<file path="src/rtl/cache_miss_handler_if.sv">
// Signal bundle between the miss handler and its neighbours: requester, cache_lru,
// tag/data arrays and memory. The handler drives through the master modport.
`ifndef ICACHE_NUM_SET
`define ICACHE_NUM_SET 4
`endif
`ifndef ICACHE_WAYS_PER_SET
`define ICACHE_WAYS_PER_SET 4
`endif

interface cache_miss_handler_if #(
  parameter int ADDR_W       = 32,
  parameter int LINE_BYTES   = 16,
  parameter int NUM_SET      = `ICACHE_NUM_SET,
  parameter int WAYS_PER_SET = `ICACHE_WAYS_PER_SET
);
  localparam int LINE_W         = 8 * LINE_BYTES;
  localparam int NUM_SET_W      = $clog2(NUM_SET);
  localparam int WAYS_PER_SET_W = $clog2(WAYS_PER_SET);
  localparam int OFF_W          = $clog2(LINE_BYTES);
  localparam int TAG_W          = ADDR_W - NUM_SET_W - OFF_W;

  // Handshakes: miss_req is held by the requester and taken on a clock edge where
  // miss_busy is low. mem_req/mem_we/mem_addr/mem_wdata stay stable until the edge
  // that samples mem_rsp_valid high; that edge completes the transfer.
  logic                      miss_req;
  logic [ADDR_W-1:0]         miss_addr;
  logic                      miss_busy;
  logic                      miss_done;

  logic                      victim_req;
  logic [NUM_SET_W-1:0]      victim_set;
  logic [WAYS_PER_SET_W-1:0] victim_way;
  logic                      vic_valid;
  logic                      vic_dirty;
  logic [TAG_W-1:0]          vic_tag;
  logic [LINE_W-1:0]         vic_data;

  logic                      mem_req;
  logic                      mem_we;
  logic [ADDR_W-1:0]         mem_addr;
  logic [LINE_W-1:0]         mem_wdata;
  logic                      mem_rsp_valid;
  logic [LINE_W-1:0]         mem_rsp_data;

  logic                      fill_valid;
  logic [NUM_SET_W-1:0]      fill_set;
  logic [WAYS_PER_SET_W-1:0] fill_way;
  logic [TAG_W-1:0]          fill_tag;
  logic [LINE_W-1:0]         fill_data;
  logic                      update_req;
  logic [NUM_SET_W-1:0]      update_set;
  logic [WAYS_PER_SET_W-1:0] update_way;

  modport master (
    input  miss_req, miss_addr, victim_way, vic_valid, vic_dirty, vic_tag, vic_data,
           mem_rsp_valid, mem_rsp_data,
    output miss_busy, miss_done, victim_req, victim_set, mem_req, mem_we, mem_addr,
           mem_wdata, fill_valid, fill_set, fill_way, fill_tag, fill_data,
           update_req, update_set, update_way
  );

  modport slave (
    output miss_req, miss_addr, victim_way, vic_valid, vic_dirty, vic_tag, vic_data,
           mem_rsp_valid, mem_rsp_data,
    input  miss_busy, miss_done, victim_req, victim_set, mem_req, mem_we, mem_addr,
           mem_wdata, fill_valid, fill_set, fill_way, fill_tag, fill_data,
           update_req, update_set, update_way
  );
endinterface

</file>
<file path="src/rtl/cache_miss_handler.sv">
// Single-outstanding miss engine: pick victim, write back if dirty, read the line,
// fill the arrays and update LRU. Every output is a register set with the state.
`ifndef ICACHE_NUM_SET
`define ICACHE_NUM_SET 4
`endif
`ifndef ICACHE_WAYS_PER_SET
`define ICACHE_WAYS_PER_SET 4
`endif

module cache_miss_handler #(
  parameter int ADDR_W       = 32,
  parameter int LINE_BYTES   = 16,
  parameter int NUM_SET      = `ICACHE_NUM_SET,
  parameter int WAYS_PER_SET = `ICACHE_WAYS_PER_SET
) (
  input  logic                  clock,
  input  logic                  reset,
  cache_miss_handler_if.master  bus,
  output logic [2:0]            fsm_state
);
  localparam int LINE_W         = 8 * LINE_BYTES;
  localparam int NUM_SET_W      = $clog2(NUM_SET);
  localparam int WAYS_PER_SET_W = $clog2(WAYS_PER_SET);
  localparam int OFF_W          = $clog2(LINE_BYTES);
  localparam int TAG_W          = ADDR_W - NUM_SET_W - OFF_W;

  typedef enum logic [2:0] {
    S_IDLE   = 3'd0,
    S_VICTIM = 3'd1,
    S_WB     = 3'd2,
    S_RD     = 3'd3,
    S_FILL   = 3'd4
  } state_t;

  state_t                    state;
  logic [TAG_W-1:0]          tag_q;
  logic [NUM_SET_W-1:0]      set_q;
  logic [WAYS_PER_SET_W-1:0] way_q;

  assign fsm_state = state;

  always_ff @(posedge clock) begin
    if (reset) begin
      state          <= S_IDLE;
      tag_q          <= '0;
      set_q          <= '0;
      way_q          <= '0;
      bus.miss_busy  <= 1'b0;
      bus.miss_done  <= 1'b0;
      bus.victim_req <= 1'b0;
      bus.victim_set <= '0;
      bus.mem_req    <= 1'b0;
      bus.mem_we     <= 1'b0;
      bus.mem_addr   <= '0;
      bus.mem_wdata  <= '0;
      bus.fill_valid <= 1'b0;
      bus.fill_set   <= '0;
      bus.fill_way   <= '0;
      bus.fill_tag   <= '0;
      bus.fill_data  <= '0;
      bus.update_req <= 1'b0;
      bus.update_set <= '0;
      bus.update_way <= '0;
    end else begin
      case (state)
        S_IDLE: begin
          if (bus.miss_req) begin
            tag_q          <= bus.miss_addr[ADDR_W-1 -: TAG_W];
            set_q          <= bus.miss_addr[OFF_W +: NUM_SET_W];
            bus.victim_req <= 1'b1;
            bus.victim_set <= bus.miss_addr[OFF_W +: NUM_SET_W];
            bus.miss_busy  <= 1'b1;
            state          <= S_VICTIM;
          end
        end

        // cache_lru answers combinationally, so the victim is captured this cycle.
        S_VICTIM: begin
          way_q          <= bus.victim_way;
          bus.victim_req <= 1'b0;
          bus.victim_set <= '0;
          bus.mem_req    <= 1'b1;
          if (bus.vic_valid && bus.vic_dirty) begin
            bus.mem_we    <= 1'b1;
            bus.mem_addr  <= {bus.vic_tag, set_q, {OFF_W{1'b0}}};
            bus.mem_wdata <= bus.vic_data;
            state         <= S_WB;
          end else begin
            bus.mem_we    <= 1'b0;
            bus.mem_addr  <= {tag_q, set_q, {OFF_W{1'b0}}};
            state         <= S_RD;
          end
        end

        // Writeback done: the read goes out on the very next cycle, mem_req stays high.
        S_WB: begin
          if (bus.mem_rsp_valid) begin
            bus.mem_we    <= 1'b0;
            bus.mem_addr  <= {tag_q, set_q, {OFF_W{1'b0}}};
            bus.mem_wdata <= '0;
            state         <= S_RD;
          end
        end

        S_RD: begin
          if (bus.mem_rsp_valid) begin
            bus.mem_req    <= 1'b0;
            bus.mem_addr   <= '0;
            bus.fill_valid <= 1'b1;
            bus.fill_set   <= set_q;
            bus.fill_way   <= way_q;
            bus.fill_tag   <= tag_q;
            bus.fill_data  <= bus.mem_rsp_data;
            bus.update_req <= 1'b1;
            bus.update_set <= set_q;
            bus.update_way <= way_q;
            bus.miss_done  <= 1'b1;
            state          <= S_FILL;
          end
        end

        S_FILL: begin
          bus.fill_valid <= 1'b0;
          bus.fill_set   <= '0;
          bus.fill_way   <= '0;
          bus.fill_tag   <= '0;
          bus.fill_data  <= '0;
          bus.update_req <= 1'b0;
          bus.update_set <= '0;
          bus.update_way <= '0;
          bus.miss_done  <= 1'b0;
          bus.miss_busy  <= 1'b0;
          state          <= S_IDLE;
        end

        default: begin
          state <= S_IDLE;
        end
      endcase
    end
  end
endmodule

</file>
<file path="src/flat_wrapper.sv">
// flat-port wrapper written by rule: the top's interface ports become plain ports
module cache_miss_handler_flat 
#(
  parameter int ADDR_W       = 32,
  parameter int LINE_BYTES   = 16,
  parameter int NUM_SET      = `ICACHE_NUM_SET,
  parameter int WAYS_PER_SET = `ICACHE_WAYS_PER_SET
)
  (clock, reset, fsm_state, bus_miss_req, bus_miss_addr, bus_victim_way, bus_vic_valid, bus_vic_dirty, bus_vic_tag, bus_vic_data, bus_mem_rsp_valid, bus_mem_rsp_data, bus_miss_busy, bus_miss_done, bus_victim_req, bus_victim_set, bus_mem_req, bus_mem_we, bus_mem_addr, bus_mem_wdata, bus_fill_valid, bus_fill_set, bus_fill_way, bus_fill_tag, bus_fill_data, bus_update_req, bus_update_set, bus_update_way);
  cache_miss_handler_if #(.ADDR_W(ADDR_W), .LINE_BYTES(LINE_BYTES), .NUM_SET(NUM_SET), .WAYS_PER_SET(WAYS_PER_SET)) bus_i ();
  input  logic clock;
  input  logic reset;
  output logic [2:0] fsm_state;
  input wire logic [$bits(bus_i.miss_req)-1:0] bus_miss_req;
  input wire logic [$bits(bus_i.miss_addr)-1:0] bus_miss_addr;
  input wire logic [$bits(bus_i.victim_way)-1:0] bus_victim_way;
  input wire logic [$bits(bus_i.vic_valid)-1:0] bus_vic_valid;
  input wire logic [$bits(bus_i.vic_dirty)-1:0] bus_vic_dirty;
  input wire logic [$bits(bus_i.vic_tag)-1:0] bus_vic_tag;
  input wire logic [$bits(bus_i.vic_data)-1:0] bus_vic_data;
  input wire logic [$bits(bus_i.mem_rsp_valid)-1:0] bus_mem_rsp_valid;
  input wire logic [$bits(bus_i.mem_rsp_data)-1:0] bus_mem_rsp_data;
  output wire logic [$bits(bus_i.miss_busy)-1:0] bus_miss_busy;
  output wire logic [$bits(bus_i.miss_done)-1:0] bus_miss_done;
  output wire logic [$bits(bus_i.victim_req)-1:0] bus_victim_req;
  output wire logic [$bits(bus_i.victim_set)-1:0] bus_victim_set;
  output wire logic [$bits(bus_i.mem_req)-1:0] bus_mem_req;
  output wire logic [$bits(bus_i.mem_we)-1:0] bus_mem_we;
  output wire logic [$bits(bus_i.mem_addr)-1:0] bus_mem_addr;
  output wire logic [$bits(bus_i.mem_wdata)-1:0] bus_mem_wdata;
  output wire logic [$bits(bus_i.fill_valid)-1:0] bus_fill_valid;
  output wire logic [$bits(bus_i.fill_set)-1:0] bus_fill_set;
  output wire logic [$bits(bus_i.fill_way)-1:0] bus_fill_way;
  output wire logic [$bits(bus_i.fill_tag)-1:0] bus_fill_tag;
  output wire logic [$bits(bus_i.fill_data)-1:0] bus_fill_data;
  output wire logic [$bits(bus_i.update_req)-1:0] bus_update_req;
  output wire logic [$bits(bus_i.update_set)-1:0] bus_update_set;
  output wire logic [$bits(bus_i.update_way)-1:0] bus_update_way;
  assign bus_i.miss_req = bus_miss_req;
  assign bus_i.miss_addr = bus_miss_addr;
  assign bus_i.victim_way = bus_victim_way;
  assign bus_i.vic_valid = bus_vic_valid;
  assign bus_i.vic_dirty = bus_vic_dirty;
  assign bus_i.vic_tag = bus_vic_tag;
  assign bus_i.vic_data = bus_vic_data;
  assign bus_i.mem_rsp_valid = bus_mem_rsp_valid;
  assign bus_i.mem_rsp_data = bus_mem_rsp_data;
  assign bus_miss_busy = bus_i.miss_busy;
  assign bus_miss_done = bus_i.miss_done;
  assign bus_victim_req = bus_i.victim_req;
  assign bus_victim_set = bus_i.victim_set;
  assign bus_mem_req = bus_i.mem_req;
  assign bus_mem_we = bus_i.mem_we;
  assign bus_mem_addr = bus_i.mem_addr;
  assign bus_mem_wdata = bus_i.mem_wdata;
  assign bus_fill_valid = bus_i.fill_valid;
  assign bus_fill_set = bus_i.fill_set;
  assign bus_fill_way = bus_i.fill_way;
  assign bus_fill_tag = bus_i.fill_tag;
  assign bus_fill_data = bus_i.fill_data;
  assign bus_update_req = bus_i.update_req;
  assign bus_update_set = bus_i.update_set;
  assign bus_update_way = bus_i.update_way;
  cache_miss_handler #(.ADDR_W(ADDR_W), .LINE_BYTES(LINE_BYTES), .NUM_SET(NUM_SET), .WAYS_PER_SET(WAYS_PER_SET)) u_core (.clock(clock), .reset(reset), .bus(bus_i), .fsm_state(fsm_state));
endmodule
</file>
<file path="config.mk">
export PLATFORM = sky130hd
export DESIGN_NAME = cache_miss_handler_flat
export DESIGN_NICKNAME = d
export VERILOG_FILES = /design/src/rtl/cache_miss_handler_if.sv /design/src/rtl/cache_miss_handler.sv /design/src/flat_wrapper.sv
export SDC_FILE = /design/constraint.sdc
export NUM_CORES = 1
export LEC_CHECK = 0
export BUFFER_PORTS_ARGS = -buffer_cell sky130_fd_sc_hd__buf_2
export CAP_MARGIN = 0
export CORE_AREA = 2 2 258 260
export CTS_CLUSTER_SIZE = 40
export DETAILED_ROUTE_END_ITERATION = 12
export DIE_AREA = 0 0 260 262
export MAX_ROUTING_LAYER = met4
export PLACE_DENSITY_LB_ADDON = 0.3
export SETUP_SLACK_MARGIN = 0.15
export SLEW_MARGIN = 30
export SYNTH_ARGS = -nofsm -noshare
export SYNTH_HDL_FRONTEND = slang
export SYNTH_SLANG_ARGS = --single-unit
</file>
<file path="constraint.sdc">
create_clock -name clock -period 1.8 [get_ports clock]
set_input_delay 0.27 -clock clock [delete_from_list [all_inputs] [get_ports clock]]
set_output_delay 0.27 -clock clock [all_outputs]
set_load 0.01 [all_outputs]
</file>
Word level (Yosys, flattened, before mapping)

Cells that the tools add are included.

Register bits after elaboration: 358
Output and inout bits: 334
Bits of input ports: 322
Logic and storage cells: 72

Reductions and logical operators: 17
Equal/unequal tests: 8
Mux-type cells: 31

Operators with widths:

| kind                                                  | number |
|---|---|
| case mux 128 bit (2 select lines)                     | 2 |
| two-way mux 128 bit                                   | 3 |
| two-way mux 32 bit                                    | 3 |
| case mux 32 bit (3 select lines)                      | 1 |
| case mux 26 bit (2 select lines)                      | 1 |
| two-way mux 26 bit                                    | 1 |
| case mux 2 bit (2 select lines)                       | 3 |
| case mux 3 bit (4 select lines)                       | 1 |
| AND reduction 2 bit                                   | 6 |
| case mux 1 bit (2 select lines)                       | 5 |
| nonzero test 2 bit                                    | 5 |
| two-way mux 3 bit                                     | 3 |
| AND reduction 3 bit                                   | 3 |
| equality test 3 x 2 -> 1 bit, second input constant   | 2 |
| two-way mux 2 bit                                     | 3 |
| inequality test 2 bit, second input constant          | 3 |
| two-way mux 1 bit                                     | 5 |
| equality test 3 x 1 -> 1 bit, second input constant   | 1 |
| equality test 3 bit, second input constant            | 1 |
| zero test 3 bit                                       | 1 |
| nonzero test 3 bit                                    | 1 |
| inequality test 2 x 1 -> 1 bit, second input constant | 1 |
| logical AND 1 bit                                     | 1 |

Logic depth before layout (Yosys ltp)

Depth after elaboration: 3
Mapped depth: 6

Worst setup path before layout

OpenSTA, ideal clock, no wires.

Kind: reg-to-reg
Start: reg u_core.state[0] (netlist: u_core.fsm_state[0])
End: reg u_core.bus.mem_wdata[101] in the netlist's numbering
Stages on the path, launching flop included: 7
Setup slack: 0.168 ns
Arrival: 1.511 ns
Setup time: 0.121 ns
Path through: dfxtp_1 -> buf_2 -> nand3b_1 -> a21o_1 -> buf_2 -> buf_2 -> mux2_2

Cells in the longest elaborated chain, start to end: 3

Ends and longest elaborated chain:

| item                                                                                | line                        | text |
|---|---|---|
| from (decl)                                                                         | cache_miss_handler.sv:35    | `state_t state;` |
| from (signal assigned)                                                              | cache_miss_handler.sv:44    | `state <= S_IDLE;` |
| from (signal assigned)                                                              | cache_miss_handler.sv:73    | `state <= S_VICTIM;` |
| from (signal assigned)                                                              | cache_miss_handler.sv:87    | `state <= S_WB;` |
| equality test 3 x 1 -> 1 bit / equality test 3 x 2 -> 1 bit (equally long branches) | cache_miss_handler.sv:65    | `case (state)` |
| inequality test 2 x 1 -> 1 bit (no line) (tied with other cells)                    | n/a                         |  |
| AND reduction 3 bit (no line)                                                       | n/a                         |  |
| to (signal assigned)                                                                | cache_miss_handler.sv:86    | `bus.mem_wdata <= bus.vic_data;` |
| to (decl)                                                                           | cache_miss_handler_if.sv:58 | `mem_wdata, fill_valid, fill_set, fill_way, fill_tag, fill_data,` |

Several ways; a longest one is shown, not always the timed one.
A chain may end at the register's enable or synchronous reset.

Worst setup path in the final report

Start: reg u_core.state[2] (netlist: u_core.fsm_state[2])
End: reg u_core.bus.mem_wdata[95] in the netlist's numbering

The elaborated chain is that of the path after synthesis.

==> reports/metrics.csv <==
stage;metric;value;unit
power;P_sw;0.005657;W
critical_path;crit path max fanout;8;
floorplanning;Starting Density;21.62;%
detailed_routing;Iteration-0 DRC Markers;705;
global_route;largest net degree at the start of global routing;75;
timing;Hold Vio Cnt, Final;0;
yosys;sequential area share after synthesis;50.21;%
global_route;initial antenna violation count;12;
worst_hold_path;Min-Delay Startpoint;bus_vic_data[53];
floorplanning;die area;68120;sq um
place;DP Wirelength;36.85;mm
yosys;Post-synth EDFFs;0;
clock_network;CTS buffer count;42;
detailed_routing;DRC Markers;0;
worst_hold_path;Hold EP;u_core.bus.mem_wdata[53];
cells_and_area;Fillers;6514;
power;Leak;10.86;nW
yosys;Synth top area share;50.21;%
power;Logic pwr share;18.6;%
yosys;Synth cell types;37;
place;placed cells;2780;
timing;crit share post-route;96.89;%
clock_network;Max clock buf depth;3;
yosys;register bit total from synthesis;354;
critical_path;Worst Path Arrival;2.18;ns
timing;final worst path period need;1.744;ns
floorplanning;Die Ht;262;um
critical_path;Worst Setup SP;u_core.fsm_state[2];
clock_network;Sink Count;354;
critical_path;critical path class;reg2reg;
critical_path;Worst Path Required;2.24;ns
timing;fmax;0.5734;GHz
clock_network;H-tree lvl count;2;
cells_and_area;commonest non-fill, non-tap cell in the layout;buf_2;
clock_network;clk slew on worst S/H paths;0.06;ns
detailed_routing;final antenna-violating net count;0;
clock_network;root buf cell;clkbuf_16;
worst_hold_path;hold crit path type;in2reg;
critical_path;R2R cell count;9;
global_route;grt total ovfl;0;
yosys;Synth area leaders;dfxtp_1, a22o_1, mux2_1;
power;Sw Ratio;26.33;%
cells_and_area;most frequent cells in the layout;buf_2, dfxtp_1, dlygate4sd3_1, a22o_1, nor2b_1;
timing;final setup vio count;0;
power;power share of the clock group;41.8;%
global_route;Total GRT Usage;15.34;%
critical_path;reg-to-reg setup timing slack;0.06;ns
detailed_routing;drt pass-1 iters;5;
floorplanning;num ports;656;
clock_network;Worst-Skew Late Latency;0.56;ns
timing;PnR worst setup slack;0.05601;ns
run;# Max-Cap Violations;0;
worst_hold_path;Worst Hold Depth;3;
place;dpl cell area;18570;sq um
cells_and_area;final instance area;23170;sq um
cells_and_area;layout net count;2483;
status;status;complete, no violations;
power;sequential share of power;39.6;%
floorplanning;Die Width;260;um
detailed_routing;Via density;4.407;
timing;Final Hold Slack;0.09878;ns
global_route;vias in the first global route;13670;
place;GPL Wtd Cong;0.8331;
yosys;ys flop type;dfxtp_1;
clock_network;TritonCTS clock tree;done;
detailed_routing;DR vias;13530;
cells_and_area;Syn-to-layout area delta;64.16;%
timing;clk_skew;0.01236;ns
floorplanning;Rows;94;
yosys;Post-synth ARST share;0;%
critical_path;Critical R2R Launch;u_core.fsm_state[2];
global_route;first-pass GRT wire length;79.19;mm
yosys;Synth Area per Inst;10.55;sq um
yosys;cells after synthesis;1338;
yosys;Yosys warnings;0;
place;port bufs;647;
power;cell-internal power;0.01582;W
power;power density cells;927.1;nW/um^2
cells_and_area;final core utilization;35.49;%
timing;Max Slew Vio Count;0;
timing;unrepaired setup endpoints after global routing;true;
cells_and_area;Finished Layout Cells;3070;
cells_and_area;ratio of cells with drive above 1 in the final layout;44.82;%
critical_path;Worst Setup Start Kind;flip-flop;
detailed_routing;drt wl/cell;18.40;um
detailed_routing;Routed WL;56.48;mm
power;Peak supply drop;0.0006224;V
critical_path;worst reg2reg path endpoint;u_core.bus.mem_wdata[95];
floorplanning;Core ar.;65280;sq um
yosys;Mapped Area;14110;sq um
critical_path;critical path capture point type;flip-flop;
yosys;largest area contributor in the netlist;dfxtp_1;
place;Setup WS pre-CTS;-0.0005237;ns
[state kept, by name, indices dropped and copies added, names as in the netlist, 2 cells and up]
signal and flops:
u_core.way_q 2, u_core.bus.fill_data 128, u_core.set_q 2, u_core.bus.mem_wdata 128
u_core.tag_q 26, u_core.bus.fill_set 2, u_core.bus.victim_set 2, u_core.fsm_state 3
u_core.bus.mem_addr 28, u_core.bus.fill_tag 26, u_core.bus.update_way 2
[critical path, stage by stage, from the launching register on]
cell     delay, ns
dfxtp_2       0.34
buf_12        0.12
nor3b_4       0.21
buf_6         0.13
buf_12        0.14
buf_12        0.13
buf_12        0.10
buf_16        0.12
nor3b_1       0.05
mux2_4        0.27
[power by group through the flow]
stage | Clock (W) | Sequential [W] | Combinational, W
3_3_place_gp | 0 | 0.00864 | 0.00291
5_1_grt | 0.00959 | 0.00854 | 0.00430
2_1_floorplan | 0 | 0.00878 | 0.00141
6_report | 0.00898 | 0.00850 | 0.00400
4_1_cts | 0.00925 | 0.00849 | 0.00358
3_5_place_dp | 0 | 0.00865 | 0.00294
[Yosys cell counts, types with 2 or more instances]
library cell,count
dfxtp_1,354
a22o_1,157
nor2b_1,130
nor3b_1,128
mux2_1,90
nand2_1,88
a21oi_1,62
buf_2,62
clkbuf_1,48
mux2_2,40
o21ai_0,30
and3_1,27
a21boi_0,26
a311oi_1,26
buf_4,24
buf_6,6
nor2_1,6
a211oi_1,3
buf_1,3
mux2i_1,3
nand2b_1,3
nand3b_1,3
a21o_1,2
nand4_1,2
nand4b_1,2
nor3b_2,2
[cell type report]
type	count	area, sq um	area share (%)
Multi-Input combinational cell	843	6865	29.63
Timing Repair Buffer	919	6629	28.61
Clock buffer	59	1215	5.244
Antenna cell	13	32.53	0.1404
Inverter	1	3.754	0.01620
Clock inverter	17	249.0	1.075
Sequential cell	354	7093	30.62
Tap cell	864	1081	4.666
[cell families (layout without fill, tap and decap cells)]
logic type,after synthesis,after routing,synth area share (%)
compound gates,309,309,16.45
mux,133,133,10.59
simple gates,397,397,17.38
flops,354,354,50.21
buf+inv,144,996,5.337
other cells,1,17,0.02657
[per-stage QoR]
stage	power (W)	TNS, ns
after detailed placement	0.01159	-0.0005237
after global placement	0.01155	-0.0002249
after CTS	0.02132	0
after floorplan	0.01019	0
after global routing	0.02242	-0.001811
final	0.02148	0
[worst max path at each step]
stage                                      endpoint  slack, ns  cells past startpoint
after floorplan           u_core.bus.mem_wdata[101]       0.17                      6
after global placement     u_core.bus.mem_wdata[31]    -0.0001                      4
after detailed placement   u_core.bus.mem_wdata[65]    -0.0005                      4
after CTS                   u_core.bus.mem_wdata[8]       0.05                      9
after global routing       u_core.bus.mem_wdata[76]    -0.0008                      9
final                      u_core.bus.mem_wdata[95]       0.06                      9
[routing by layer]
layer	GRT usage [%]	wire length (um)	vias up	part of all wire, %
met5	-	0	-	0
met4	5.109	1676	0	3.0
met3	4.784	4742	83	8.4
met2	26.11	28240	557	50
met1	16.99	21820	6425	39
li1	-	-	6466	-
[repair_timing]
item / in CTS / in global routing
pin swaps: 5 / 41
setup endpoints to repair: 264 / 232
cloned: 8 / 13
setup buffers: 19 / 2
resized for setup: 42 / 140
hold buffers: 159 / 0
hold endpoints to repair: 161 / 0
Power figures use the tool's default switching activity.
